--- config.mk ---
export PLATFORM = sky130hd
export DESIGN_NAME = johnson_seq_ctrl
export DESIGN_NICKNAME = d
export VERILOG_FILES = /design/src/rtl/johnson_pkg.sv /design/src/rtl/johnson_shift.sv /design/src/rtl/johnson_seq_ctrl.sv
export SDC_FILE = /design/constraint.sdc
export NUM_CORES = 1
export LEC_CHECK = 0
export BUFFER_PORTS_ARGS = -buffer_cell sky130_fd_sc_hd__buf_2
export CAP_MARGIN = 10
export CORE_MARGIN = 3
export CORE_UTILIZATION = 51
export CTS_BUF_LIST = sky130_fd_sc_hd__clkbuf_16
export DETAILED_ROUTE_END_ITERATION = 10
export PLACE_DENSITY = 0.75
export SYNTH_ARGS = -nofsm -noshare
export SYNTH_HDL_FRONTEND = slang
export SYNTH_HIERARCHICAL = 1
export SYNTH_SLANG_ARGS = --single-unit
--- constraint.sdc ---
create_clock -name clk -period 7.5 [get_ports clk]
set_input_delay 0.75 -clock clk [delete_from_list [all_inputs] [get_ports clk]]
set_output_delay 0.75 -clock clk [all_outputs]
set_load 0.01 [all_outputs]
--- src/rtl/johnson_pkg.sv ---
// Shared encodings for the Johnson ring sequencing controller.
// States, command modes and direction codes.
package johnson_pkg;

  typedef enum logic [1:0] {
    ST_IDLE = 2'b00,
    ST_RUN  = 2'b01,
    ST_DONE = 2'b10
  } state_t;

  typedef enum logic [1:0] {
    MD_HOLD   = 2'b00,
    MD_CONT   = 2'b01,
    MD_BURST  = 2'b10,
    MD_SINGLE = 2'b11
  } mode_t;

  localparam logic DIR_UP = 1'b0;
  localparam logic DIR_DN = 1'b1;

endpackage

--- src/rtl/johnson_shift.sv ---
// Reversible WIDTH-bit Johnson ring with step enable, clear and
// a flag telling whether the current value is a legal ring code.
module johnson_shift #(
  parameter int WIDTH = 4
) (
  input  logic             clk,
  input  logic             reset,
  input  logic             en,
  input  logic             dir,
  input  logic             clr,
  output logic [WIDTH-1:0] q,
  output logic [WIDTH-1:0] nxt,
  output logic             legal
);
  import johnson_pkg::*;

  logic [WIDTH-1:0] inv;
  logic             lo_run;
  logic             hi_run;

  assign nxt = (dir == DIR_DN) ? {~q[0], q[WIDTH-1:1]}
                               : {q[WIDTH-2:0], ~q[WIDTH-1]};

  // Legal codes are a run of ones at the LSB end or at the MSB end.
  assign inv    = ~q;
  assign lo_run = ((q & (q + WIDTH'(1))) == '0);
  assign hi_run = ((inv & (inv + WIDTH'(1))) == '0);
  assign legal  = lo_run | hi_run;

  always_ff @(posedge clk or negedge reset) begin
    if (!reset) begin
      q <= '0;
    end else if (clr) begin
      q <= '0;
    end else if (en) begin
      q <= nxt;
    end
  end

endmodule

--- src/rtl/johnson_seq_ctrl.sv ---
// Sequencing controller for a reversible Johnson ring: start/stop
// commands, burst and single stepping, phase decode, wrap/err pulses.
module johnson_seq_ctrl #(
  parameter int WIDTH = 4,
  parameter int CNT_W = 8,
  parameter int PH_W  = 3
) (
  input  logic             clk,
  input  logic             reset,
  input  logic             start,
  input  logic [1:0]       mode,
  input  logic             dir,
  input  logic [CNT_W-1:0] steps,
  input  logic             stop,
  output logic             busy,
  output logic             done,
  output logic [WIDTH-1:0] signal,
  output logic [PH_W-1:0]  phase,
  output logic             wrap,
  output logic             err
);
  import johnson_pkg::*;

  localparam logic [PH_W:0] TWO_W = (PH_W+1)'(2*WIDTH);

  state_t           state, state_nx;
  mode_t            mode_q, mode_nx;
  mode_t            mode_in;
  logic             dir_q, dir_nx;
  logic [CNT_W-1:0] rem_q, rem_nx;
  logic             step;
  logic             legal;
  logic [WIDTH-1:0] nxt;
  logic [PH_W:0]    ones;
  logic             hi_half;
  logic             lo_half;

  assign mode_in = mode_t'(mode);

  johnson_shift #(
    .WIDTH (WIDTH)
  ) u_shift (
    .clk   (clk),
    .reset (reset),
    .en    (step),
    .dir   (dir_q),
    .clr   (~legal),
    .q     (signal),
    .nxt   (nxt),
    .legal (legal)
  );

  always_comb begin
    state_nx = state;
    mode_nx  = mode_q;
    dir_nx   = dir_q;
    rem_nx   = rem_q;
    step     = 1'b0;
    unique case (state)
      ST_IDLE: begin
        if (start && mode_in != MD_HOLD) begin
          mode_nx  = mode_in;
          dir_nx   = dir;
          rem_nx   = steps;
          state_nx = (mode_in == MD_BURST && steps == '0)
                   ? ST_DONE : ST_RUN;
        end
      end
      ST_RUN: begin
        // Stop wins over a pending step; a bad code burns the cycle.
        if (stop) begin
          state_nx = ST_DONE;
        end else if (legal) begin
          step = 1'b1;
          unique case (mode_q)
            MD_BURST: begin
              rem_nx = rem_q - CNT_W'(1);
              if (rem_q == CNT_W'(1)) state_nx = ST_DONE;
            end
            MD_SINGLE: state_nx = ST_DONE;
            default: ;
          endcase
        end
      end
      ST_DONE: state_nx = ST_IDLE;
      default: state_nx = ST_IDLE;
    endcase
  end

  always_ff @(posedge clk or negedge reset) begin
    if (!reset) begin
      state  <= ST_IDLE;
      mode_q <= MD_HOLD;
      dir_q  <= DIR_UP;
      rem_q  <= '0;
      wrap   <= 1'b0;
      err    <= 1'b0;
    end else begin
      state  <= state_nx;
      mode_q <= mode_nx;
      dir_q  <= dir_nx;
      rem_q  <= rem_nx;
      wrap   <= step && (nxt == '0);
      err    <= ~legal;
    end
  end

  assign busy = (state == ST_RUN);
  assign done = (state == ST_DONE);

  always_comb begin
    ones = '0;
    for (int i = 0; i < WIDTH; i++) begin
      ones = ones + {{PH_W{1'b0}}, signal[i]};
    end
  end

  assign hi_half = legal & signal[WIDTH-1] & ~(&signal);
  assign lo_half = legal & ~hi_half;

  always_comb begin
    phase = '0;
    unique case (1'b1)
      hi_half: phase = PH_W'(TWO_W - ones);
      lo_half: phase = ones[PH_W-1:0];
      default: phase = '0;
    endcase
  end

endmodule

==> flow_summary.toml <==
[synth]
synth_top_cell_area_share_pct = 37.70
yosysSeqAreaShare_pct = 37.70
netlist_area_mm2 = 0.001261
yosysUniqueCellTypes = 39
syn-num-nets = 161
syn_inst = 139
synth_top_area_cell = "dfrtp_1"
synth_area_leaders = "dfrtp_1 (38%), ha_1 (6.0%), nor2_1 (4.5%)"
syn_avg_cell_area_um2 = 9.073
yosysWarnings = 6
ys_ff_latch = 19

[sta]
hold_viol = 0
layout_setup_ws_ns = 4.059
max_freq_mhz = 290.6
rsz0062_at_grt = "false"
slew-limit-headroom_pct = 55.31
clock_skew_ns = 0.005477
finalSetupTns_ns = 0
layout_min_cycle_time_ns = 3.441
worst_slew_pin_slew_ns = 0.6703
finalCritPeriodShare_pct = 45.88
finalSetupViolCount = 0
timing.final.max_slew_violations = 0

[critical_path]
end_kind = "primary output"
critPathMaxFanout = 9
cp.arrival_ns = 2.69
crit_type = "reg -> out"
cp.required_ns = 6.75
startpoint_type = "register"
r2r_cells = 7

[power_and_ir_drop]
switching_share_pct = 43.71
sequentialPowerShare_pct = 30.3
powerDensity_mw_per_mm2 = 450.4
pwr-share-comb_pct = 53.1
p_leak_nw = 0.6966
vdd_drop_max_v = 0.0002777
switching_power_w = 0.0002907
internal_power_w = 0.0003743
p_clk_share_pct = 16.6

[grt]
antenna_found_initial = 0
grt_usage_pct = 19.01
overflow = 0
first_global_vias = 1074
grt_max_degree = 20
grt_pass1_wl_mm = 4.733

[clocking]
htree_levels = 1
numClockSinks = 19
cts_made_buffers = 3
cts_buffer_depth = 2
path_clk_slew_ns = 0.06
cts_tree = "yes"
postCtsSetupRepairBufs = 0
cts_hold_buf = 0
post_cts_resized = 0
ctsRootBufferMaster = "clkbuf_16"
clkLatencyLatePin_ns = 0.25

[placed_design]
dp.cells = 187
dpl.hpwl_mm = 2.030
place_area_mm2 = 0.001394
place_ws_ns = 4.319
io_buffers = 25
place_congestion = 0.7709

[drt]
first_iter_violations = 33
route.antenna.remaining_nets = 0
wire_per_inst_um = 14.21
drc_errors = 0
totalWireLength_mm = 2.715
drt_pass1_iterations = 4
routed_via_density = 5.838
vias = 1115

[floorplanning]
die_area_mm2 = 0.003106
coreArea_mm2 = 0.002276
die_x_um = 55.73
num_rows = 17
ios = 26
die_h_um = 55.73
start_util_pct = 55.42

[final_layout]
nFillCells = 199
final_cell_mix = "buf_2 (25), dfrtp_1 (19), nor2_1 (15)"
finalInstanceArea_mm2 = 0.001476
diodes = 0
final_util_pct = 64.87
finalNonFillerCells = 191
nets = 186
syn_to_final_growth_pct = 17.06
drive_above_1_share_pct = 23.31
mostFrequentLayoutCell = "buf_2"

[hold_path]
min_path_type = "in -> async"

[run_status]
run_status = "complete, no violations"

[flow_run]
max_cap_violations = 0
-- layout make-up --
class	instances	area (µm²)	share of cell area (%)
multi-input combinational	100	701.9	47.54
sequential	19	475.5	32.20
clock inverter	1	7.507	0.5085
clock buffer	3	75.07	5.085
timing repair buffer	25	125.1	8.475
tap	28	35.03	2.373
inverter	15	56.30	3.814
-- critical path, cell delays in order, from the launching register on --
cell     delay (ns)
dfrtp_1        0.50
inv_1          0.10
fa_1           0.51
inv_1          0.04
ha_1           0.17
ha_1           0.28
inv_1          0.04
ha_1           0.17
or3_1          0.34
a21oi_1        0.14
buf_2          0.14
-- power by group through the flow --
stage | clock, W | combinational, W | sequential (W)
6_report | 0.000110 | 0.000353 | 0.000202
3_3_place_gp | 0 | 0.000343 | 0.000198
5_1_grt | 0.000117 | 0.000404 | 0.000210
4_1_cts | 0.000113 | 0.000356 | 0.000202
2_1_floorplan | 0 | 0.000271 | 0.000195
3_5_place_dp | 0 | 0.000352 | 0.000202
-- metal layers --
metal / share of wire [%] / vias to the layer above / wire [µm] / global-route usage [%]
met1: 42 / 537 / 1145 / 23.07
met3: 4.5 / 7 / 123 / 3.944
met2: 51 / 27 / 1391 / 31.93
li1: - / 544 / - / -
met5: 0 / - / 0 / 0
met4: 2.0 / 0 / 54 / 9.028
-- kinds of logic (layout without fill, tap and decap cells) --
kind of cell             after synthesis  count (layout)  synth area share, %
adder cells (fa/ha/maj)                7               7                7.540
AO/OA/AOI/OAI                         36              36                18.85
AND/OR/NAND/NOR                       47              47                20.24
multiplexers                          10              10                9.028
flip-flops                            19              19                37.70
buffers and inverters                 20              44                6.646
-- state kept, by name, summed over array words and instances (netlist names) --
signal / count
rem_q: 8
dir_q: 1
wrap: 1
u_shift/q: 4
err: 1
state: 2
mode_q: 2
-- cell usage after synthesis --
| cell | number |
|---|---|
| o2bb2ai_1 | 3 |
| or3_1 | 2 |
| nand2b_1 | 3 |
| dfrtp_1 | 19 |
| a22oi_1 | 3 |
| buf_6 | 1 |
| a311o_1 | 1 |
| ha_1 | 6 |
| mux2i_1 | 5 |
| inv_1 | 14 |
| a21oi_2 | 1 |
| o21a_1 | 3 |
| nand4bb_1 | 1 |
| clkbuf_1 | 3 |
| o22ai_1 | 2 |
| nor4_1 | 3 |
| a311oi_2 | 1 |
| or4_1 | 2 |
| nor2_1 | 15 |
| clkbuf_2 | 1 |
| clkinv_1 | 1 |
| a21oi_1 | 9 |
| mux2_4 | 2 |
| and4b_1 | 1 |
| a2bb2oi_1 | 1 |
| mux2_2 | 3 |
| o21ai_1 | 8 |
| o22a_1 | 1 |
| nand3_1 | 3 |
| fa_1 | 1 |
| nor3_2 | 1 |
| nand2_1 | 8 |
| nor3_1 | 2 |
| nor4_2 | 1 |
| o211ai_1 | 1 |
| o21ai_0 | 2 |
| or2_1 | 3 |
| nor2b_1 | 1 |
| or4b_1 | 1 |
-- worst paths after layout --
check	startpoint	end	slack, ns
max in group asynchronous	reset	err	6.77
min in group clk	rem_q[4]	rem_q[4]	0.48
worst max-delay path	u_shift/q[1]	phase[2]	4.06
worst min-delay path	reset	wrap	0.43
worst min register to register	rem_q[4]	rem_q[4]	0.48
worst max register to register	u_shift/q[1]	rem_q[7]	5.38
-- per-stage QoR --
| stage | total power, W | hold WS, ns |
|---|---|---|
| finish | 0.0006650 | 0.4275 |
| floorplan | 0.0004658 | 0.4544 |
| detailed placement | 0.0005542 | 0.4749 |
| CTS | 0.0006704 | 0.4431 |
| global route | 0.0007302 | 0.4608 |
| global placement | 0.0005416 | 0.4774 |
No activity file was read; power rests on OpenSTA's default activity.
